[config.mk]
export PLATFORM = sky130hd
export DESIGN_NAME = instruction_fetch
export DESIGN_NICKNAME = d
export VERILOG_FILES = /design/src/rtl/fetch_pkg.sv /design/src/rtl/fetch_fifo.sv /design/src/rtl/instruction_fetch.sv
export SDC_FILE = /design/constraint.sdc
export NUM_CORES = 1
export LEC_CHECK = 0
export ABC_AREA = 1
export CORE_MARGIN = 4
export CORE_UTILIZATION = 25
export CTS_CLUSTER_SIZE = 10
export DETAILED_ROUTE_END_ITERATION = 10
export GPL_TIMING_DRIVEN = 0
export MAX_ROUTING_LAYER = met4
export PLACE_DENSITY = 0.45
export SETUP_SLACK_MARGIN = 0.2
export SLEW_MARGIN = 15
export SYNTH_ARGS = -nofsm -noshare
export SYNTH_HDL_FRONTEND = slang
export SYNTH_SLANG_ARGS = --single-unit
[constraint.sdc]
create_clock -name clk -period 2.7 [get_ports clk]
set_input_delay 0.54 -clock clk [delete_from_list [all_inputs] [get_ports clk]]
set_output_delay 0.54 -clock clk [all_outputs]
set_load 0.02 [all_outputs]
[src/rtl/fetch_pkg.sv]
// fetch_pkg: shared constants and types for the instruction fetch unit
package fetch_pkg;
    localparam int INST_W = 32;
    localparam int PC_INC = 4;
    localparam logic [INST_W-1:0] NOP = 32'h0000_0013;

    typedef enum logic {FETCH, FLUSH} fetch_state_e;

    typedef struct packed {
        logic [INST_W-1:0] inst;
        logic [63:0]       pc;
    } fetch_entry_t;
endpackage

[src/rtl/fetch_fifo.sv]
// fetch_fifo: synchronous ring-buffer FIFO with flush and occupancy count
//   push/din   write din when push (caller guarantees room, or a same-cycle pop)
//   pop/dout   dout is the head entry; pop advances it (caller guarantees non-empty)
//   flush      empties the FIFO, overriding push/pop
//   full/empty/count  occupancy status
module fetch_fifo #(
    parameter int W     = 8,
    parameter int DEPTH = 2,
    localparam int AW   = $clog2(DEPTH)
) (
    input  logic          clk,
    input  logic          rst_n,
    input  logic          push,
    input  logic          pop,
    input  logic          flush,
    input  logic [W-1:0]  din,
    output logic [W-1:0]  dout,
    output logic          full,
    output logic          empty,
    output logic [AW:0]   count
);
    logic [W-1:0]  mem [DEPTH];
    logic [AW-1:0] wr_ptr;
    logic [AW-1:0] rd_ptr;

    assign dout  = mem[rd_ptr];
    assign full  = count == (AW+1)'(DEPTH);
    assign empty = count == '0;

    // Storage is reset so the head reads as zero straight out of reset.
    always_ff @(posedge clk or negedge rst_n) begin
        if (!rst_n) begin
            wr_ptr <= '0;
            rd_ptr <= '0;
            count  <= '0;
            for (int i = 0; i < DEPTH; i++) mem[i] <= '0;
        end else if (flush) begin
            wr_ptr <= '0;
            rd_ptr <= '0;
            count  <= '0;
        end else begin
            if (push) begin
                mem[wr_ptr] <= din;
                wr_ptr      <= wr_ptr + AW'(1);
            end
            if (pop) rd_ptr <= rd_ptr + AW'(1);
            count <= count + (AW+1)'(push) - (AW+1)'(pop);
        end
    end
endmodule

[src/rtl/instruction_fetch.sv]
// instruction_fetch: PC generation, in-order imem requests and decode-side buffering
//   imem_req_*      request channel (addr = pc), credit-limited to DEPTH outstanding+buffered
//   imem_rsp_*      in-order responses, no backpressure
//   redirect_*      taken branch/jump pulse; flushes buffer and discards in-flight fetches
//   inst_*          {instruction, pc} to decode over valid/ready
//   inv_pc          sticky flag: a redirect target was not 4-byte aligned
module instruction_fetch
    import fetch_pkg::*;
#(
    parameter int                ADDR_W   = 64,
    parameter logic [ADDR_W-1:0] RESET_PC = '0,
    parameter int                DEPTH    = 2
) (
    input  logic              clk,
    input  logic              rst_n,
    output logic              imem_req_valid,
    input  logic              imem_req_ready,
    output logic [ADDR_W-1:0] imem_req_addr,
    input  logic              imem_rsp_valid,
    input  logic [INST_W-1:0] imem_rsp_data,
    input  logic              redirect_valid,
    input  logic [ADDR_W-1:0] redirect_pc,
    output logic              inst_valid,
    input  logic              inst_ready,
    output logic [INST_W-1:0] inst_out,
    output logic [ADDR_W-1:0] inst_pc,
    output logic              inv_pc
);
    localparam int CW = $clog2(DEPTH) + 1;

    fetch_state_e      state, state_next;
    logic [ADDR_W-1:0] pc, pc_next, q_pc;
    logic [CW-1:0]     inflight, occ, drop;
    logic [CW-1:0]     inflight_next, occ_next, drop_next;
    logic              req_fire, keep, pop, req_valid_next;
    logic              q_full, q_empty, b_full, b_empty;

    assign imem_req_addr = pc;
    assign req_fire      = imem_req_valid && imem_req_ready;
    assign pop           = inst_valid && inst_ready;
    // A response is buffered only when no discards are owed and no redirect kills it.
    assign keep          = imem_rsp_valid && drop == '0 && !redirect_valid;
    assign inst_valid    = !b_empty;

    fetch_fifo #(.W(ADDR_W), .DEPTH(DEPTH)) u_inflight_q (
        .clk   (clk),
        .rst_n (rst_n),
        .push  (req_fire),
        .pop   (imem_rsp_valid),
        .flush (1'b0),
        .din   (pc),
        .dout  (q_pc),
        .full  (q_full),
        .empty (q_empty),
        .count (inflight)
    );

    fetch_fifo #(.W(INST_W + ADDR_W), .DEPTH(DEPTH)) u_out_buf (
        .clk   (clk),
        .rst_n (rst_n),
        .push  (keep),
        .pop   (pop),
        .flush (redirect_valid),
        .din   ({imem_rsp_data, q_pc}),
        .dout  ({inst_out, inst_pc}),
        .full  (b_full),
        .empty (b_empty),
        .count (occ)
    );

    // Next-state values let imem_req_valid be registered yet still equal the
    // credit rule evaluated on the current state.
    always_comb begin
        inflight_next  = inflight + CW'(req_fire) - CW'(imem_rsp_valid);
        occ_next       = redirect_valid ? '0 : occ + CW'(keep) - CW'(pop);
        drop_next      = redirect_valid ? inflight_next
                                        : drop - CW'(imem_rsp_valid && drop != '0);
        state_next     = drop_next != '0 ? FLUSH : FETCH;
        pc_next        = redirect_valid ? {redirect_pc[ADDR_W-1:2], 2'b00}
                       : req_fire       ? pc + ADDR_W'(PC_INC) : pc;
        req_valid_next = state_next == FETCH
                      && (CW+1)'(inflight_next) + (CW+1)'(occ_next) < (CW+1)'(DEPTH);
    end

    always_ff @(posedge clk or negedge rst_n) begin
        if (!rst_n) begin
            state          <= FETCH;
            pc             <= RESET_PC;
            drop           <= '0;
            inv_pc         <= 1'b0;
            imem_req_valid <= 1'b0;
        end else begin
            state          <= state_next;
            pc             <= pc_next;
            drop           <= drop_next;
            inv_pc         <= inv_pc || (redirect_valid && redirect_pc[1:0] != 2'b00);
            imem_req_valid <= req_valid_next;
        end
    end

    a_inflight: assert property (@(posedge clk) disable iff (!rst_n) inflight <= CW'(DEPTH));
    a_occ:      assert property (@(posedge clk) disable iff (!rst_n) occ <= CW'(DEPTH));
    a_drop:     assert property (@(posedge clk) disable iff (!rst_n) drop <= inflight);
    a_flush:    assert property (@(posedge clk) disable iff (!rst_n) (state == FLUSH) == (drop != '0));
    a_q_room:   assert property (@(posedge clk) disable iff (!rst_n) req_fire |-> !q_full);
    a_q_rsp:    assert property (@(posedge clk) disable iff (!rst_n) imem_rsp_valid |-> !q_empty);
    a_b_room:   assert property (@(posedge clk) disable iff (!rst_n) keep |-> !b_full || pop);
endmodule

==> Word level (Yosys, flattened, before mapping) <==
Cells that the tools add are included.
{ "totals": {"reg_bits": 396, "inputBits": 102, "out_inout_bits": 163, "wordCells": 80} }
{ "classes": {"addsub": 11, "n_lt_le_gt_ge": 7, "muxes": 21, "bitwise_logic": 6, "reduce_logical": 21} }
{ "op_table": {"columns": ["op", "n"], "rows": [
  ["$mux W64", 6],
  ["$mux W96", 4],
  ["$bwmux W192", 1],
  ["$bwmux W128", 1],
  ["$demux W96 S1", 1],
  ["$add A64 B3 Y64 const B", 1],
  ["$demux W64 S1", 1],
  ["$reduce_bool A2 Y1", 6],
  ["$logic_and A1 B1 Y1", 9],
  ["$ge A2 B2 Y1 const B", 4],
  ["$not A1 Y2", 4],
  ["$sub A2 B1 Y2", 3],
  ["$mux W1", 5],
  ["$add A1 B1 Y1 const B", 4],
  ["$add A2 B1 Y2", 2],
  ["$logic_not A2 Y1", 2],
  ["$lt A2 B1 Y1 const B", 2],
  ["$mux W2", 2],
  ["$add A2 B2 Y3", 1],
  ["$lt A3 B2 Y1 const B", 1],
  ["$logic_not A1 Y1", 2],
  ["$not A1 Y1", 2],
  ["$reduce_and A2 Y1", 1],
  ["$logic_or A1 B1 Y1", 1]
]} }

==> Logic depth before layout (Yosys ltp) <==
Gate-level depths: netlist of the first run.
{ "depth": {"depth_word": 9, "mapped_depth": 11, "mapped_depth_nobuf": 11} }

==> By module <==
Synthesis of the first run repeated with hierarchy kept, for this count alone.
{ "hier_totals": {"cells_unflattened": 2252, "hier_area_um2": 20238.2} }
{ "by_module_without_submodules": {"columns": ["mod", "n_inst", "cells_per_inst", "area_each_um2", "seq_area_each_um2"], "rows": [
  ["fetch_fifo (u_out_buf)", 1, 849, 8947.3, 4904.7],
  ["fetch_fifo (u_inflight_q)", 1, 575, 6100.9, 3303.2],
  ["instruction_fetch", 1, 828, 5190.0, 1651.6]
]} }

==> Worst setup path before layout of the first run <==
Ideal clock, no wire load.
{ "synth_path": {"path_type": "register -> register", "from": "register u_out_buf.count[1]", "to": "register imem_req_valid", "setup_ns": 0.086, "t_arrival_ns": 2.504, "required_time_ns": 2.614, "path_slack_ns": 0.110, "stages_incl_launch_ff": 12, "path_buffers": 0, "synth_period_minus_slack_ns": 2.590, "cell_sequence": "dfrtp_1 -> or2_2 -> nand2_1 -> inv_1 -> ha_1 -> inv_1 -> ha_1 -> xor2_1 -> nor2_1 -> fa_1 -> or2_2 -> nor3_1"} }
{ "synth_between": {"elab_chain_len": 8, "word_cells_on_any_way": 9, "cone_classes": "3 x add/sub; 1 x order compare; 1 x mux; 4 x reduce/logical"} }
{ "synth_lines": {"columns": ["element", "line_no", "text"], "rows": [
  ["from (decl)", "fetch_fifo.sv:20", "output logic [AW:0] count"],
  ["from (signal assigned)", "fetch_fifo.sv:47", "count <= count + (AW+1)'(push) - (AW+1)'(pop);"],
  ["$logic_not A2 Y1", "fetch_fifo.sv:28", "assign empty = count == '0;"],
  ["$logic_not A1 Y1", "instruction_fetch.sv:43", "assign inst_valid = !b_empty;"],
  ["named net inst_valid", "instruction_fetch.sv:23", "output logic inst_valid,"],
  ["$logic_and A1 B1 Y1", "instruction_fetch.sv:40", "assign pop = inst_valid && inst_ready;"],
  ["$sub A2 B1 Y2", "instruction_fetch.sv:75", "occ_next = redirect_valid ? '0 : occ + CW'(keep) - CW'(pop);"],
  ["$mux W2", "instruction_fetch.sv:75", null],
  ["named net occ_next[1]", "instruction_fetch.sv:34", "logic [CW-1:0] inflight_next, occ_next, drop_next;"],
  ["$add A2 B2 Y3", "instruction_fetch.sv:82", "&& (CW+1)'(inflight_next) + (CW+1)'(occ_next) < (CW+1)'(DEPTH);"],
  ["$lt A3 B2 Y1", "instruction_fetch.sv:82", null],
  ["$logic_and A1 B1 Y1", "instruction_fetch.sv:82", null],
  ["named net req_valid_next", "instruction_fetch.sv:35", "logic req_fire, keep, pop, req_valid_next;"],
  ["to (signal assigned)", "instruction_fetch.sv:97", "imem_req_valid <= req_valid_next;"],
  ["to (decl)", "instruction_fetch.sv:16", "output logic imem_req_valid,"]
]} }
The timed path passes the listed nets, and every way through them passes these cells.
A chain may end at the register's enable or synchronous reset.

==> Worst setup path in the final report of the first run <==
{ "layout_path": {"from": "register u_out_buf.count[1]", "to": "output inst_valid"} }
{ "layout_between": {"elab_chain_len": 2} }
{ "layout_lines": {"columns": ["element", "line_no"], "rows": [
  ["$logic_not A2 Y1", "fetch_fifo.sv:28"],
  ["$logic_not A1 Y1", "instruction_fetch.sv:43"],
  ["to (decl)", "instruction_fetch.sv:23"]
]} }
No other way between the ends.

==> results of run 1 <==
-- layout by cell type (no fill, tap or decap), drive strengths merged, types with 7 or more instances in the layout --
cell	instances
buf	161
clkbuf	126
clkdlybuf4s50	164
clkinv	7
dfrtp	386
inv	237
mux2	62
nand2	909
nand3	71
nor2	128
o211ai	7
o21ai	380
o21bai	12
xor2	15
-- worst max-delay path: cells and delay by family (launching register included) --
kind | cells | cell delay, ns
flip-flops | 1 | 0.39
AND/OR/NAND/NOR | 1 | 0.27
buffers and inverters | 2 | 0.71
-- sequential cells by signal, indices dropped and copies added (netlist names), 2 cells and up --
name,count
u_inflight_q.count,2
drop,2
u_out_buf.count,2
u_inflight_q.mem,124
u_out_buf.mem,188
imem_req_addr,62
-- metrics by stage --
| stage | instances | hold slack, ns | setup WS [ns] | setup TNS, ns |
|---|---|---|---|---|
| after floorplan | 2361 | 0.244 | 0.217 | 0 |
| after global placement | 3579 | 0.461 | -16.77 | -6475.30 |
| after detailed placement | 3583 | 0.339 | -0.651 | -29.55 |
| after CTS | 3660 | 0.314 | 0.101 | 0 |
| after global routing | 3666 | 0.338 | 0.123 | 0 |
| final | 3666 | 0.336 | 0.201 | 0 |
-- worst paths after layout --
| check | start | endpoint | slack, ns | depth (start not counted) |
|---|---|---|---|---|
| max in group asynchronous | rst_n | u_out_buf.mem[49] | 0.73 | 5 |
| setup / recovery | u_out_buf.count[1] | inst_valid | 0.20 | 3 |
| min in group clk | u_out_buf.mem[46] | u_out_buf.mem[46] | 0.48 | 2 |
| hold / removal | rst_n | u_out_buf.mem[106] | 0.34 | 2 |
| hold reg to reg | u_out_buf.mem[46] | u_out_buf.mem[46] | 0.48 | 2 |
| setup reg to reg | u_out_buf.count[1] | imem_req_valid | 0.23 | 11 |
-- routing by layer --
layer | up-vias | global-route usage [%] | part of all wire, %
met5 | - | - | 0
met1 | 8246 | 25.7 | 47
met4 | 0 | 4.66 | 2.5
met3 | 97 | 2.60 | 5.0
met2 | 493 | 30.1 | 46
li1 | 8065 | - | -
-- where the power goes --
part,switching [uW],internal [uW]
combinational,5430,3440
sequential,1140,7830
clock,2540,3620
-- layout make-up --
class,count,area [um^2]
Tap cell,959,1200
Buffer,116,698
Fill cell,7743,49100
Timing Repair Buffer,271,2490
Sequential cell,386,9660
Clock buffer,68,1390
Inverter,238,903
Multi-Input combinational cell,1621,7690
Clock inverter,7,71.3
-- cells by family after synthesis --
| kind of cell | after synthesis |
|---|---|
| compound gates | 409 |
| xor+xnor | 20 |
| fa+ha+maj | 7 |
| buf+inv | 354 |
| flops | 386 |
| mux | 62 |
| other cells | 1 |
| simple gates | 1119 |
-- repair_timing --
action,in CTS,in global routing
setup endpoints to repair,95,73
resized for setup,485,129
hold buffers,1,0
buffers inserted,1,2
endpoints found under the hold margin,2,0
pin swaps,3,7
cloned,0,4
==> flow_results.org, run 1 <==
** Run status
- Run status :: finished clean

** Drt
- After detailed routing, the number of remaining DRC violations is 0.
- For this block, the initial DRC count from the detailed router was around 1400.
- Dividing the detail-routed wire length by the instance count gives slightly above 20 um.
- The first detailed-routing pass ran for 7 iterations.
- In this run the remaining antenna-violating nets after routing total 0.
- Total Wirelength :: approximately 74000 um
- The detailed router placed 16900 vias in this run.
- Dividing the detail-routed via count by the number of cells gives ~4.6.

** Placed design
- Detailed placement HPWL :: 55100 um
- After detailed placement, the total cell area comes to about 22000 um^2.
- Last weighted congestion value of the routability-driven placer :: about 0.91
- The count of buffers added on input and output ports is between 200 and 300.

** Clocking
- Clock-pin slew was measured on the worst setup and hold paths at around 0.060 ns.
- Clock insertion delay at the later pin of the skew report :: around 0.59 ns
- Root buffer selected by CTS :: sky130_fd_sc_hd__clkbuf_16
- TritonCTS sink count :: roughly 390
- Max Buffers Root-to-Sink :: 3
- In this run, CTS created clock tree buffers numbering 48.
- Deepest level of the CTS H-tree :: 2
- Clock tree from TritonCTS :: built

** STA
- # setup viols final :: 0
- The count of endpoints failing hold in the final timing report was 0.
- The max-slew violation count came to 0.
- Clock period minus final worst setup slack :: 2.50 ns
- On the final layout, the worst clock skew is around 0.011 ns.
- Dividing the final minimum period by the clock period gives between 90 and 100%.
- Measured against its own limit, the worst slew margin works out to a little over two fifths.
- Based on the critical path, the design can be clocked at up to 400 MHz.
- Setup repair after global routing could not meet its margin everywhere.
- At the pin with the least slew margin, the transition time is 0.848 ns.

** Synth
- The commonest cells after synthesis are 903 x sky130_fd_sc_hd__nand2_1, 386 x sky130_fd_sc_hd__dfrtp_1, 360 x sky130_fd_sc_hd__o21ai_0, 232 x sky130_fd_sc_hd__inv_1, 119 x sky130_fd_sc_hd__nor2_1.
- The synthesized netlist devotes less than 1% of its cell area to XOR and XNOR gates.
- In the synthesized netlist, mux cells make up approximately 3.8% of the area.
- Number of enable flip-flop cells after synthesis :: 0
- Basic-gate share of the synthesized area counting and, or, nand and nor cells :: around a quarter
- Mean area per synthesized cell :: approximately 7.9 um^2
- Synthesis inferred approximately 390 register bits.
- Sequential cells were found to cover a little over half of the synthesized design area.
- The synthesized netlist occupies a cell area of ~19000 um^2.
- Number of warnings issued by yosys :: 0
- After Yosys synthesis, full adders, half adders and majority gates account for 0.513% of the synthesized area.
- The synthesized netlist devotes between 10% and 20% of its cell area to compound gates.
- Share of synthesized flip-flops with an asynchronous set or reset :: between 90% and 100%
- Cell taking the most area after synthesis :: sky130_fd_sc_hd__dfrtp_1
- Main area contributors after synthesis :: sky130_fd_sc_hd__dfrtp_1 52%, sky130_fd_sc_hd__nand2_1 18%, sky130_fd_sc_hd__o21ai_0 9.7%, sky130_fd_sc_hd__inv_1 4.7%, sky130_fd_sc_hd__mux2_2 3.8%
- Cell with the most instances after synthesis :: sky130_fd_sc_hd__nand2_1
- After synthesis, the netlist uses 33 different library cells.
- For this run, the leading register cell type out of synthesis is sky130_fd_sc_hd__dfrtp_1.
- Counting every instance in the synthesized netlist gives 2358.
- Of the post-synthesis cell area, the dominant cell type holds about 52%.
- Combinational family with the most area after synthesis :: simple AND/OR/NAND/NOR gates

** Die
- Floorplan die height :: between 200 and 300 um
- Row count :: 99
- Effective utilization at floorplan :: 25.3%
- Die span in x :: roughly 280 um
- CORE AREA :: ~73000 um^2
- Number of I/O pins :: between 200 and 300
- Die outline area :: around 80000 um^2

** Critical path
- Critical path launch point type :: flop
- STA puts the critical path data required time at 2.16 ns.
- The largest single stage delay on the critical path is about 0.58 ns.
- Data on the critical path arrives at its endpoint at 1.96 ns.
- Slowest cell on the critical path :: sky130_fd_sc_hd__clkdlybuf4s50_1
- Chain of cells forming the critical path :: or2_4 -> buf_4 -> clkdlybuf4s50_1
- Worst-path fanout max :: 2
- Startpoint-to-endpoint class of the critical path :: reg -> out
- The worst setup path is captured at an output port.

** Flow run
- Across the run, the number of max-cap violations was 0.

** GRT
- The first global-routing pass estimated 110000 um of wire.
- Antenna violations before repair :: 0
- Entering global routing, the biggest net connects slightly above 100 pins.
- Number of global-route vias before repair :: between 15000 and 20000
- Global route overflow :: 0
- Global-route usage over all layers :: a little under a fifth

** Finish
- The finished cells cover approximately 24000 um^2.
- Of the cells placed in the final design, the portion with a size suffix greater than 1 is between 10% and 20%.
- Final standard cell utilization of the core :: 32.9%
- From synthesis to final layout, the design area changed by 30.0%.
- Layout net count :: roughly 2800
- N_diodes :: 0

** Pwr
- Dividing total power by cell area gives a power density of ~1000 nW/um^2.
- The completed layout was analyzed and its total power is about 24000 uW.
- VDD sags by at most ~0.41 mV.
- For this design the static power due to leakage is approximately 0.011 uW.

** Worst hold path
- Tightest Hold Check Type :: in -> async
(Power assumes the default switching activity.)
==> inputs of run 2 (changes only) <==
--- a/config.mk
+++ b/config.mk
@@ -5,14 +5,15 @@
 export SDC_FILE = /design/constraint.sdc
 export NUM_CORES = 1
 export LEC_CHECK = 0
-export ABC_AREA = 1
+export ABC_AREA = 0
 export CORE_MARGIN = 4
 export CORE_UTILIZATION = 25
 export CTS_CLUSTER_SIZE = 10
 export DETAILED_ROUTE_END_ITERATION = 10
+export DONT_BUFFER_PORTS = 1
 export GPL_TIMING_DRIVEN = 0
 export MAX_ROUTING_LAYER = met4
-export PLACE_DENSITY = 0.45
+export PLACE_DENSITY = 0.41
 export SETUP_SLACK_MARGIN = 0.2
 export SLEW_MARGIN = 15
 export SYNTH_ARGS = -nofsm -noshare
==> flow_results.org, run 2 <==
** STA
- Maximum clock skew at final layout :: ~0.020 ns
- The max-slew violation count came to 0.
- Setup repair after global routing could not meet its margin everywhere.
- # setup viols final :: 0
- At the pin with the least slew margin, the transition time is 0.958 ns.
- Worst hold slack after final layout :: -0.293 ns
- The worst pin sits at a relative slew slack of 36.1%.
- Top achievable clock speed :: between 400 and 500 MHz
- Hold violation count in the final report :: 386
- In the finished design, the share of the clock period the worst path needs comes to around nine tenths.
- Subtracting the final worst setup slack from the clock period gives between 2 and 2.5 ns.
- Final WS setup :: about 0.24 ns
- Total negative slack :: 0 ns

** Critical path
- The largest individual stage delay along the critical path comes from the cell sky130_fd_sc_hd__fa_1.
- In this design, the stage delay of the slowest critical-path cell is 0.41 ns.
- In this run the critical register-to-register path is launched from u_out_buf.count[1].
- Worst path top cell family by delay :: simple AND/OR/NAND/NOR gates
- The worst setup path is of the reg -> reg kind.
- Data on the critical path is required at its endpoint by approximately 3.2 ns.
- Kind of capture point of the worst setup path :: flop
- Together, buffers and inverters on the worst path number 1.
- Walking the worst path, the cells encountered are or2_4 -> and2_4 -> ha_4 -> inv_2 -> ha_4 -> nor2b_4 -> and2_4 -> fa_1 -> nor4_2.
- Data on the critical path arrives at its endpoint at between 2 and 3 ns.
- Critical path launch point type :: flop
- Worst-path fanout max :: 2
- Start point of the critical path :: u_out_buf.count[1]

** Synth
- Number of storage elements in the synthesis netlist :: between 300 and 400
- Summed over its instances, the top area cell type makes up 54.3% of the synthesized netlist area.
- The synthesized netlist occupies a cell area of roughly 18000 um^2.
- Sequential cells were found to cover 54.3% of the synthesized design area.
- For this run, the number of Yosys warnings is 0.
- Cell with the most instances after synthesis :: sky130_fd_sc_hd__mux2_2
- Main area contributors after synthesis :: sky130_fd_sc_hd__dfrtp_1 54%, sky130_fd_sc_hd__mux2_2 28%, sky130_fd_sc_hd__nand2_1 1.9%, sky130_fd_sc_hd__o21ai_0 1.9%, sky130_fd_sc_hd__xnor2_1 1.3%
- Most numerous cell types in the synthesized netlist :: 450 x sky130_fd_sc_hd__mux2_2, 386 x sky130_fd_sc_hd__dfrtp_1, 88 x sky130_fd_sc_hd__nand2_1, 66 x sky130_fd_sc_hd__o21ai_0, 57 x sky130_fd_sc_hd__clkbuf_1
- After synthesis, the share of flip-flops with an asynchronous set or reset is 100%.
- Netlist cell types :: 50
- Counting flops with a built-in enable in the synthesized netlist gives 0.
- A synthesized cell averages around 13 um^2.
- Commonest register cell after synthesis :: sky130_fd_sc_hd__dfrtp_1
- Cell taking the most area after synthesis :: sky130_fd_sc_hd__dfrtp_1
- Post-synthesis instance total :: around 1400

** Clocking
- Clock tree from TritonCTS :: built
- Clock insertion delay at the later pin of the skew report :: 0.58 ns
- The longest clock path from root to sink contains 3 buffers.
- CTS saw 386 sinks.
- Number of clock buffers inserted by TritonCTS :: 48
- Root buffer selected by CTS :: sky130_fd_sc_hd__clkbuf_16
- Deepest level of the CTS H-tree :: 2
- Clock transition at path regs :: around 0.060 ns

** Die
- For this configuration, the core starts out at a cell density of between 20% and 30%.
- Row count :: 97
- The floorplan step defined a die boundary enclosing approximately 75000 um^2.
- Floorplan die height :: about 270 um
- During I/O placement, the number of pins put on the boundary was around 270.
- The core region is 70300 um^2.
- Die span in x :: 275 um

** Worst hold path
- Tightest Hold Check Type :: in -> async

** Placed design
- Detailed placement HPWL :: between 40000 and 50000 um
- Before CTS, the worst setup slack after placement is -1.03 ns.
- The congestion estimate from routability-driven global placement came to approximately 0.77.
- Port-buffer cells :: 0
- Instance area at placement :: between 15000 and 20000 um^2

** Finish
- Leading cell type in the layout, fill and taps excluded :: sky130_fd_sc_hd__mux2_2
- Relative to the synthesized area, the layout overhead comes to 18.3%.
- Counting flops per register, the top entry is u_out_buf.mem.
- Layout cell share with drive strength beyond 1 :: 45.1%
- The register with the most flip-flops in the layout has roughly 190 of them.
- Commonest non-fill, non-tap cells in the layout :: 437 x sky130_fd_sc_hd__mux2_2, 344 x sky130_fd_sc_hd__dfrtp_1, 86 x sky130_fd_sc_hd__nand2_1
- Counting the fill cells in the layout gives ~7100.
- In the final design database the tool counted between 1500 and 2000 nets.
- Finished layout cell area :: around 21000 um^2
- Final standard cell utilization of the core :: ~30%

** Drt
- Pre-antenna DRT Iters :: 5
- Drc violations :: 0
- After detailed routing, the average wire length per cell comes to roughly 24 um.
- Drt via density :: roughly 4.7
- Routed Antenna Nets :: 0
- The final layout contains routed wiring with a total length of between 50000 and 60000 um.
- Drt initial violations :: 526
- Routed vias :: between 10000 and 15000

** Pwr
- Proportion of power drawn by combinational gates :: 32.5%
- Internal power component :: 15600 uW
- IR analysis of the VDD net gives a maximum drop of roughly 0.38 mV.
- Registers are responsible for about two fifths of the overall power.
- For this design the static power due to leakage is around 0.0090 uW.
- For this design the total switching power over the nets is approximately 7700 uW.
- Proportion of power drawn by the clock network :: a little over a quarter
- In this run switching power makes up between 30% and 40% of total power.
- In this run the power density over the cells is 1110 nW/um^2.

** GRT
- Antenna violations before repair :: 5
- Number of global-route vias before repair :: about 12000
- Entering global routing, the biggest net connects 387 pins.
- For this run, the total global-route usage over all layers was measured as roughly 16%.
- The total overflow left after global routing is 0.
- The first global-routing pass estimated roughly 85000 um of wire.

** Flow run
- The tool flagged a number of max-cap violations equal to 0.

** Run status
- The checks that failed: negative hold slack.
- Run status :: complete, but fails checks
[run 2: cell count changes in the layout (fill, tap and decap cells not counted), moves of 41 or more]
cell / change
sky130_fd_sc_hd__dfrtp_1: -41
sky130_fd_sc_hd__clkdlybuf4s50_1: -164
sky130_fd_sc_hd__mux2_2: +375
sky130_fd_sc_hd__nor2_1: -88
sky130_fd_sc_hd__nand3_1: -44
sky130_fd_sc_hd__buf_2: -80
sky130_fd_sc_hd__inv_1: -212
sky130_fd_sc_hd__dfrtp_2: +41
sky130_fd_sc_hd__nand2_1: -810
sky130_fd_sc_hd__o21ai_0: -259
[run 2: worst paths after layout]
kind	slack, ns	end	cells after the start
max reg2reg	0.24	imem_req_valid	9
min in group clk	0.05	u_inflight_q.rd_ptr	1
min	-0.29	u_out_buf.mem[145]	0
max in group asynchronous	2.22	imem_req_addr[16]	0
min reg2reg	0.47	u_inflight_q.mem[105]	2
max	0.24	imem_req_valid	9
[run 2: area by class of cell]
type                       count  area, um^2  share of cell area, %
tap                          940        1180                   5.59
buffer                        85         529                   2.52
antenna                        3        7.51                 0.0357
multi-input combinational    889        7910                   37.6
inverter                      19        71.3                  0.339
timing repair buffer          23         185                  0.880
clock inverter                 7         138                  0.654
sequential                   386        9710                   46.2
clock buffer                  62        1320                   6.25
[run 2: logic make-up (layout without fill, tap and decap cells)]
kind of cell / after synthesis / in the layout / share of synthesized area (%)
AND/OR/NAND/NOR: 278 / 278 / 8.48
multiplexers: 454 / 454 / 28.7
other: 1 / 7 / 0.0211
flip-flops: 386 / 386 / 54.3
buffers and inverters: 105 / 196 / 2.43
AO/OA/AOI/OAI: 100 / 100 / 3.26
adder cells (fa/ha/maj): 7 / 7 / 0.535
XOR/XNOR: 46 / 46 / 2.26
[run 2: metrics by stage]
stage          std cells  power [uW]
2_1_floorplan       1380       15000
3_3_place_gp        2320       16700
3_5_place_dp        2320       17000
4_1_cts             2401       23700
5_1_grt             2413       24600
6_report            2414       23300
[run 2: layer usage]
layer | GRT usage [%] | part of all wire, %
met4 | 4.54 | 2.7
met5 | - | 0
met1 | 19.9 | 44
met3 | 3.64 | 6.0
met2 | 24.8 | 48
[run 2: repair_timing]
item,CTS,global route
resized for setup,124,41
pin swaps,13,6
setup endpoints to repair,449,55
setup buffers,13,10
endpoints found under the hold margin,386,386
[run 2: power groups by stage]
| stage | sequential (uW) | combinational [uW] | clock, uW |
|---|---|---|---|
| floorplan | 9080 | 5910 | 0 |
| global placement | 9400 | 7290 | 0 |
| detailed placement | 9570 | 7410 | 0 |
| CTS | 9500 | 7730 | 6450 |
| global route | 9790 | 8180 | 6660 |
| finish | 9500 | 7550 | 6200 |
==> inputs of run 3 (changes only) <==
--- a/config.mk
+++ b/config.mk
@@ -7,15 +7,16 @@
 export LEC_CHECK = 0
 export ABC_AREA = 0
 export CORE_MARGIN = 4
-export CORE_UTILIZATION = 25
+export CORE_UTILIZATION = 30
 export CTS_CLUSTER_SIZE = 10
 export DETAILED_ROUTE_END_ITERATION = 10
 export DONT_BUFFER_PORTS = 1
 export GPL_TIMING_DRIVEN = 0
 export MAX_ROUTING_LAYER = met4
-export PLACE_DENSITY = 0.41
+export PLACE_DENSITY = 0.46
 export SETUP_SLACK_MARGIN = 0.2
 export SLEW_MARGIN = 15
 export SYNTH_ARGS = -nofsm -noshare
 export SYNTH_HDL_FRONTEND = slang
+export SYNTH_HIERARCHICAL = 1
 export SYNTH_SLANG_ARGS = --single-unit
==> flow_results.org, run 3 <==
** Synth
- Number of warnings issued by yosys :: 6
- Synthesis produced around 1300 cells.
- In this run the mean area of a mapped cell was between 10 and 15 um^2.
- Post-synthesis cell area :: between 15000 and 20000 um^2

** STA
- Setup repair after global routing could not meet its margin everywhere.
- Maximum clock skew at final layout :: about 0.016 ns
- Worst hold slack after final layout :: -0.320 ns
- Share of the cycle needed by the critical path after routing :: around 90%
- Setup violations remaining at the end of the flow were counted as 0.
- Clock period minus final worst setup slack :: about 2.4 ns
- Hold violation count in the final report :: ~400
- Top achievable clock speed :: around 400 MHz
- Measured against its own limit, the worst slew margin works out to around 27%.
- At the pin with the least slew margin, the transition time is ~1.1 ns.
- The max-slew violation count came to 0.

** Placed design
- During placement, the flow inserted port buffers numbering 0.
- In this run the cell area measured after placement is ~20000 um^2.
- Once placement completed, the tool counted placed cells totaling between 2000 and 2500.
- Once detailed placement completed, the half-perimeter wirelength came to roughly 36000 um.
- The congestion estimate from routability-driven global placement came to ~0.75.

** Critical path
- On the critical path the largest part of the delay comes from adder cells.
- Kind of capture point of the worst setup path :: flop
- Along the worst path, the maximum fanout reaches 3.
- Worst reg-to-reg setup slack :: 0.27 ns
- Most used cell, CP :: sky130_fd_sc_hd__ha_1
- The largest single stage delay on the critical path is about 0.50 ns.
- The worst setup path is launched from a flop.
- The worst setup path is of the reg -> reg kind.
- Worst path bufs/invs :: 1
- Chain of cells forming the critical path :: nor2_4 -> nor2b_4 -> ha_1 -> inv_1 -> ha_1 -> and3_1 -> fa_1 -> nor4_4
- Worst Path Arrival :: between 2 and 3 ns
- The largest individual stage delay along the critical path comes from the cell sky130_fd_sc_hd__fa_1.
- Data required time at the worst endpoint :: between 3 and 4 ns

** Drt
- Drc violations :: 0
- The first detailed-routing pass took 5 iterations.
- Routed vias :: around 11000
- Dividing the detail-routed wire length by the instance count gives 23.8 um.
- Drt via density :: 4.97
- Once detail routing completed, the nets flagged for antenna violations numbered 0.
- The first routing iteration left ~560 violations.
- Summed over all layers, the routed wires come to ~53000 um.

** Die
- Effective utilization at floorplan :: 30.5%
- Die outline area :: between 60000 and 70000 um^2
- Row count :: 90
- The die is 256 um wide.
- CORE AREA :: 60700 um^2
- Pin placement for this block handled around 270 I/O pins.
- Floorplan die height :: 256 um

** Pwr
- The design draws about 20000 uW.
- Reported leakage power :: between 0.009 and 0.01 uW
- Total power per unit cell area :: approximately 930 nW/um^2
- Peak supply drop :: 0.441 mV

** Finish
- After filler insertion, the fill cell instance count of the layout stands at around 6000.
- In the final layout, the share of cells above drive strength 1 is between 40% and 50%.
- Most flops, register :: u_out_buf/mem
- The library cells used most frequently in the layout, excluding fill and tap cells, are 413 x sky130_fd_sc_hd__mux2_2, 351 x sky130_fd_sc_hd__dfrtp_1, 63 x sky130_fd_sc_hd__nand2_1.
- The register with the most flip-flops in the layout has 192 of them.
- Finished layout cell area :: about 21000 um^2
- Leading cell type in the layout, fill and taps excluded :: sky130_fd_sc_hd__mux2_2
- The area growth from synthesis to layout is 15.9%.
- Layout net count :: ~1500
- After the flow finishes, the layout carries non-filler instances totaling roughly 2200.

** GRT
- Global route overflow :: 0
- Global routing consumed, on the met1 layer, approximately 21% of the routing resources.
- For met3 alone, demand over resource in global routing was approximately 4.3%.
- Number of global-route vias before repair :: approximately 12000
- The initial antenna violation count was 7.
- GR Layer Usage met2 :: about 26%
- Entering global routing, the biggest net connects 395 pins.
- Grt peak-use layer :: met2
- The first global-routing pass estimated roughly 80000 um of wire.
- Global routing consumed, over all layers together, between 10% and 20% of the routing resources.

** Worst hold path
- In this run the worst hold path is classified as in -> async.

** Run status
- The final reports fail on negative hold slack.
- Run status :: complete, but fails checks

** Clocking
- CTS placed an instance of sky130_fd_sc_hd__clkbuf_16 at the clock tree root.
- Clock tree from TritonCTS :: built
- Counting the buffers created by CTS gives 48.
- The clock passes through at most 3 buffers.
- The H-tree generated during clock tree synthesis spans 2 levels.
- Clock transition at path regs :: about 0.05 ns
- The number of hold buffers added after CTS was 1.
- Clock insertion delay at the later pin of the skew report :: 0.57 ns
- For this design, the sink count on the clock tree is about 390.

** Flow run
- Across the run, the number of max-cap violations was 0.
[run 3: cell count changes in the layout (fill, tap and decap cells not counted), moves of 9 or more]
cell and change:
sky130_fd_sc_hd__clkbuf_1 -19, sky130_fd_sc_hd__clkbuf_2 -9, sky130_fd_sc_hd__mux2_2 -24, sky130_fd_sc_hd__mux2_4 +49, sky130_fd_sc_hd__nand2_1 -23, sky130_fd_sc_hd__o21ai_0 -16, sky130_fd_sc_hd__xnor2_1 -13, sky130_fd_sc_hd__xor2_1 +11
[run 3: cell type report]
cell class,count,area [um^2],share of cell area (%)
flip-flops and latches,394,9910,46.2
multi-input cells,871,8310,38.8
inverters,17,63.8,0.298
repair buffers,26,195,0.911
clock buffers,66,1340,6.25
plain buffers,74,594,2.77
diodes,6,15.0,0.0700
well taps,782,978,4.56
clock inverters,4,22.5,0.105
[run 3: report_power, final]
group          switching [uW]  total (uW)  internal, uW
Combinational            2870        5620          2760
Clock                    2400        5800          3400
Sequential               1080        8550          7470
Total                    6350       20000         13600
[run 3: metal layers]
metal / share of wire, % / vias to the layer above / wire, um
li1: - / 5025 / -
met1: 44 / 5776 / 23600
met2: 47 / 252 / 25100
met4: 2.8 / 0 / 1470
met3: 5.6 / 81 / 2970
met5: 0 / - / 0
[run 3: path summary, 6_finish.rpt]
kind,start,depth (start not counted),endpoint
max reg2reg,u_out_buf/count[0],8,imem_req_valid
min,rst_n,0,u_out_buf/mem[32]
min in group clk,redirect_pc[23],2,imem_req_addr[23]
min reg2reg,u_inflight_q/mem[105],1,u_inflight_q/mem[105]
max,u_out_buf/count[0],8,imem_req_valid
max in group asynchronous,rst_n,0,imem_req_addr[13]
[run 3: worst register-to-register path, cell delays in order, from the launching register on]
cell and delay, ns:
sky130_fd_sc_hd__dfrtp_1 0.40, sky130_fd_sc_hd__nor2_4 0.18, sky130_fd_sc_hd__nor2b_4 0.08, sky130_fd_sc_hd__ha_1 0.28, sky130_fd_sc_hd__inv_1 0.04, sky130_fd_sc_hd__ha_1 0.30, sky130_fd_sc_hd__and3_1 0.21, sky130_fd_sc_hd__fa_1 0.50
sky130_fd_sc_hd__nor4_4 0.32
[run 3: metrics by stage]
stage,utilization (%),TNS [ns],worst slack [ns]
final,35.3,0,0.274
after floorplan,-,0,0.212
after detailed placement,32.2,-133.20,-1.17
after global routing,35.3,0,0.195
after CTS,35.1,0,0.198
after global placement,32.2,-124.26,-1.16
[run 3: repair_timing]
item | 4_1_cts | 5_1_grt
setup buffers | 20 | 5
gates resized for setup | 64 | 38
cloned | 0 | 0
hold endpoints to repair | 398 | 394
setup endpoints to repair | 396 | 53
pin swaps | 14 | 12
==> edit 1: new RTL, settings of run 1 <==
`ADDR_W`: 64 -> 32.
--- a/src/rtl/instruction_fetch.sv
+++ b/src/rtl/instruction_fetch.sv
@@ -9,3 +9,3 @@
 #(
-    parameter int                ADDR_W   = 64,
+    parameter int                ADDR_W   = 32,
     parameter logic [ADDR_W-1:0] RESET_PC = '0,
Ports: changed (resized imem_req_addr, inst_pc and redirect_pc); port bits go from 265 to 169. No check against the original RTL was run, so the function may have changed too.
==> edit 1 against run 1 <==
- clock skew down 0.66 ps
- sequential cell count down 160
- die area down 41%
- total power down 41%
- wire length down 54%
- sequential power down 39%
- cell area down 42%
- setup slack better by 15 ps
- area after synthesis down 42%
- highest routed layer unchanged
==> edit 1: results (changes against run 1) <==
| Metric | Value |
|---|---|
| Status | completed (unchanged) |
| Share of layout cells above drive strength 1 | 12.2% (was 13.4%) |
| Lkg Pwr | 6.76 nW (was 11.5 nW) |
| Post-detail-place hpwl | 24800 um (was 55100 um) |
| Placed Cells incl. Taps | 2024 (was 3583) |
| Syn avg cell area | 8.10 um^2 (was 7.87 um^2) |
| Met1 Resource Use GR | 20.1% (was 25.7%) |
| Sequential area share after synthesis | 53.0% (was 52.1%) |
| # port buffers | 163 (was 259) |
| Synth Flop Type | dfrtp_1 (unchanged) |
| CP Max Fanout | 2 (unchanged) |
| M1 wire length | 15800 um (was 34300 um) |
| Layout Skew | 10.8 ps (was 11.5 ps) |
| Vias | 9106 (was 16900) |
| Largest net degree at the start of global routing | 94 (was 101) |
| Root Buffer | clkbuf_16 (unchanged) |
| Metal3 WL | 1380 um (was 3660 um) |
| Worst VDD drop | 546 uV (was 405 uV) |
| HP Class | in2reg (was in2async) |
| GRT met3 Usage | 1.81% (was 2.60%) |
| Iter 0 DRT Violations | 466 (was 1423) |
| H-tree levels | 1 (was 2) |
| Pwr per Cell Area | 1020 nW/um^2 (was 996 nW/um^2) |
| Met2 Track Usage GR | 24.0% (was 30.1%) |
| Total track usage | 15.0% (was 18.9%) |
| Psw | 0.00529 W (was 0.00911 W) |
| Seq group | 0.00544 W (was 0.00897 W) |
| Clock latency on the worst-skew pair | 550 ps (was 590 ps) |
| Total CTS buffers | 28 (was 48) |
| Antenna violations before repair | 2 (was 0) |
| Largest register FFs | 124 (was 188) |
| First-pass GRT wire length | 53600 um (was 110000 um) |
| Clock Power Share | 24.6% (was 25.7%) |
| Top Layer Used | met4 (unchanged) |
| Drt pass-1 iters | 5 (was 7) |
| CP top delay family | simple AND/OR/NAND/NOR gates (was buffers and inverters) |
| Synth warn | 0 (unchanged) |
| Largest cells by area after synthesis | dfrtp_1, nand2_1, o21ai_0 (unchanged) |
| GPL Wtd Cong | 0.874 (was 0.909) |
| Post-synth top cells | nand2_1, dfrtp_1, o21ai_0 (unchanged) |
| Routed WL | 34100 um (was 73800 um) |
| WL met2 | 16100 um (was 33900 um) |
| Crit-path slowest cell | fa_1 (was clkdlybuf4s50_1) |
| Asr flop ratio synth | 100% (unchanged) |
| Layout Nets | 1597 (was 2791) |
| Largest stage delay on the critical path | 440 ps (was 580 ps) |
| Vias per cell | 4.40 (was 4.61) |
| Vias in the first global route | 9189 (was 17000) |
| Relative slew slack | 59.6% (was 43.5%) |
| Distinct cells, synth | 34 (was 33) |
| Worst Path Arrival | 2950 ps (was 1960 ps) |
| Placed Area | 13000 um^2 (was 22500 um^2) |
| CTS clk-pin slew, worst paths | 60 ps (about the same) |
edit 1: changes by cell type after synthesis, moves of 27 or more:
cell             run 1  this run
o21ai_0            360       169
clkbuf_1            56        29
dfrtp_1            386       226
nand2_1            903       514
inv_1              232       130
nand3_1             71        44
nor2_1             119        41
mux2_2              62        30
edit 1: final timing paths:
path                                          from            endpoint  slack, ps  cells after the start
worst max-delay path            u_out_buf.count[1]      imem_req_valid        220                     11
worst min-delay path                redirect_valid             drop[0]        340                      2
worst max register to register  u_out_buf.count[1]      imem_req_valid        220                     11
worst min register to register              inv_pc              inv_pc        470                      1
max in group asynchronous                    rst_n  u_out_buf.mem[110]       1220                      3
min in group asynchronous                    rst_n   imem_req_addr[24]        560                      2
edit 1: logic make-up after synthesis:
logic type | Yosys count | share of synthesized area (%)
DFF | 226 | 53.0
buffers and inverters | 201 | 8.48
adders and majority gates | 7 | 0.891
other | 1 | 0.0352
muxes | 30 | 3.17
and+or+nand+nor | 618 | 22.9
AOI/OAI and AO/OA | 224 | 10.7
xor gates and xnor gates | 10 | 0.821
edit 1: per-stage QoR:
step	util [%]	worst slack (ps)
after floorplan	-	213
after global placement	30.9	-9230
after detailed placement	31.0	-362
after CTS	33.2	158
after global routing	33.1	113
final	33.1	215
edit 1: layout make-up:
cell class              count  area, um^2
diodes                      2        5.00
clock buffers              37         786
repair buffers            170        1630
clock inverters             3        43.8
plain buffers              68         455
well taps                 539         674
flip-flops and latches    226        5660
multi-input cells         893        4170
inverters                 133         503
fillers                  4511       28100
edit 1: what timing repair did:
action,4_1_cts,5_1_grt
setup buffers,2,2
endpoints found under the setup margin,63,43
hold buffers,1,0
hold endpoints to repair,70,0
cloned,0,0
resized for setup,159,40
pin swaps,6,0
==> edit 2: new RTL, config.mk and constraints of run 1 <==
Without the edit above. Make the reset (`rst_n`) synchronous in 2 clocked blocks.
--- a/src/rtl/fetch_fifo.sv
+++ b/src/rtl/fetch_fifo.sv
@@ -30,3 +30,3 @@
     // Storage is reset so the head reads as zero straight out of reset.
-    always_ff @(posedge clk or negedge rst_n) begin
+    always_ff @(posedge clk) begin
         if (!rst_n) begin
--- a/src/rtl/instruction_fetch.sv
+++ b/src/rtl/instruction_fetch.sv
@@ -84,3 +84,3 @@
 
-    always_ff @(posedge clk or negedge rst_n) begin
+    always_ff @(posedge clk) begin
         if (!rst_n) begin
Function: differs if rst_n is asserted again (counterexample within 4 cycles, from zero or initial values and one cycle with rst_n low); with rst_n held inactive, the same outputs for 4 cycles.
==> edit 2 against run 1 <==
- cell area fell by 2.4%
- sequential cell count up 2
- area after synthesis is 2.5% lower
- setup slack worse by 12 ps
- wire length shrank 11%
- critical endpoint is now inst_pc[35]
- core utilization down 0.088 points
- first-iteration DRC count shrank 35%
- cell count is 15% lower
Power is not compared: it rests on default switching activity, and its combinational part moved more than twofold at a synthesized area within 25%.
==> edit 2: results (changes against run 1) <==
| Metric | Value |
|---|---|
| Status | completed (unchanged) |
| HP Class | reg2reg (was in2async) |
| Sequential area share after synthesis | 60.2% (was 52.1%) |
| Post-detail-place hpwl | 48600 um (was 55100 um) |
| Largest net degree at the start of global routing | 66 (was 101) |
| Num rows | 98 (was 99) |
| CTS resizes | 222 (was 485) |
| Asr flop ratio synth | 0% (was 100%) |
| Largest cells by area after synthesis | edfxtp_1, nor2_1, dfxtp_1 (was dfrtp_1, nand2_1, o21ai_0) |
| Layout Skew | 20.4 ps (was 11.5 ps) |
| Iter 0 DRT Violations | 927 (was 1423) |
| Vias | 13700 (was 16900) |
| Placed Cells incl. Taps | 3027 (was 3583) |
| Placed Area | 22000 um^2 (was 22500 um^2) |
| M1 wire length | 29400 um (was 34300 um) |
| Share of layout cells above drive strength 1 | 15.7% (was 13.4%) |
| Cells after Synth | 1812 (was 2358) |
| Met1 Resource Use GR | 22.1% (was 25.7%) |
| Reg-to-reg startpoint | u_out_buf.count[1] (unchanged) |
| Critical R2R Capture | imem_req_valid (unchanged) |
| Largest stage delay on the critical path | 440 ps (was 580 ps) |
| Metal3 WL | 4020 um (was 3660 um) |
| Vias per cell | 4.39 (was 4.61) |
| Crit-path slowest cell | dfxtp_4 (was clkdlybuf4s50_1) |
| Measured slew at the worst slew-check pin | 847 ps (was 848 ps) |
| Distinct cells, synth | 38 (was 33) |
| Setup ws final | 189 ps (was 201 ps) |
| Total track usage | 17.1% (was 18.9%) |
| Place WS | -1260 ps (was -651 ps) |
| WL met2 | 31400 um (was 33900 um) |
| Met2 Track Usage GR | 27.5% (was 30.1%) |
| First-pass GRT wire length | 94600 um (was 110000 um) |
| R2r worst-path depth | 12 (was 11) |
| Final hold slack | 455 ps (was 336 ps) |
| Total CTS buffers | 49 (was 48) |
| # port buffers | 258 (was 259) |
| GPL Wtd Cong | 0.928 (was 0.909) |
| Post-synth top cells | nor2_1, edfxtp_1, nand2_1 (was nand2_1, dfrtp_1, o21ai_0) |
## edit 2: area by class of cell
class | count | area, um^2
multi-input cells | 1168 | 6330
diodes | 2 | 5.00
inverters | 180 | 676
flip-flops and latches | 388 | 10900
clock inverters | 9 | 82.6
plain buffers | 81 | 477
fillers | 7474 | 48100
well taps | 950 | 1190
clock buffers | 77 | 1410
repair buffers | 271 | 2450
## edit 2: critical path: cells and delay by family, from the launching register on
kind,cells,cell delay [ps]
mux,1,360
buf+inv,4,580
flops,1,440
## edit 2: cells by family (layout without fill, tap and decap cells)
family / count (synthesis) / count (layout) / share of synthesized area, %
and+or+nand+nor: 843 / 845 / 19.4
other: 1 / 6 / 0.0207
buffers and inverters: 261 / 618 / 5.71
DFF: 388 / 388 / 60.2
AOI/OAI and AO/OA: 136 / 136 / 3.93
adders and majority gates: 7 / 7 / 0.526
xor gates and xnor gates: 20 / 20 / 0.968
muxes: 156 / 156 / 9.28
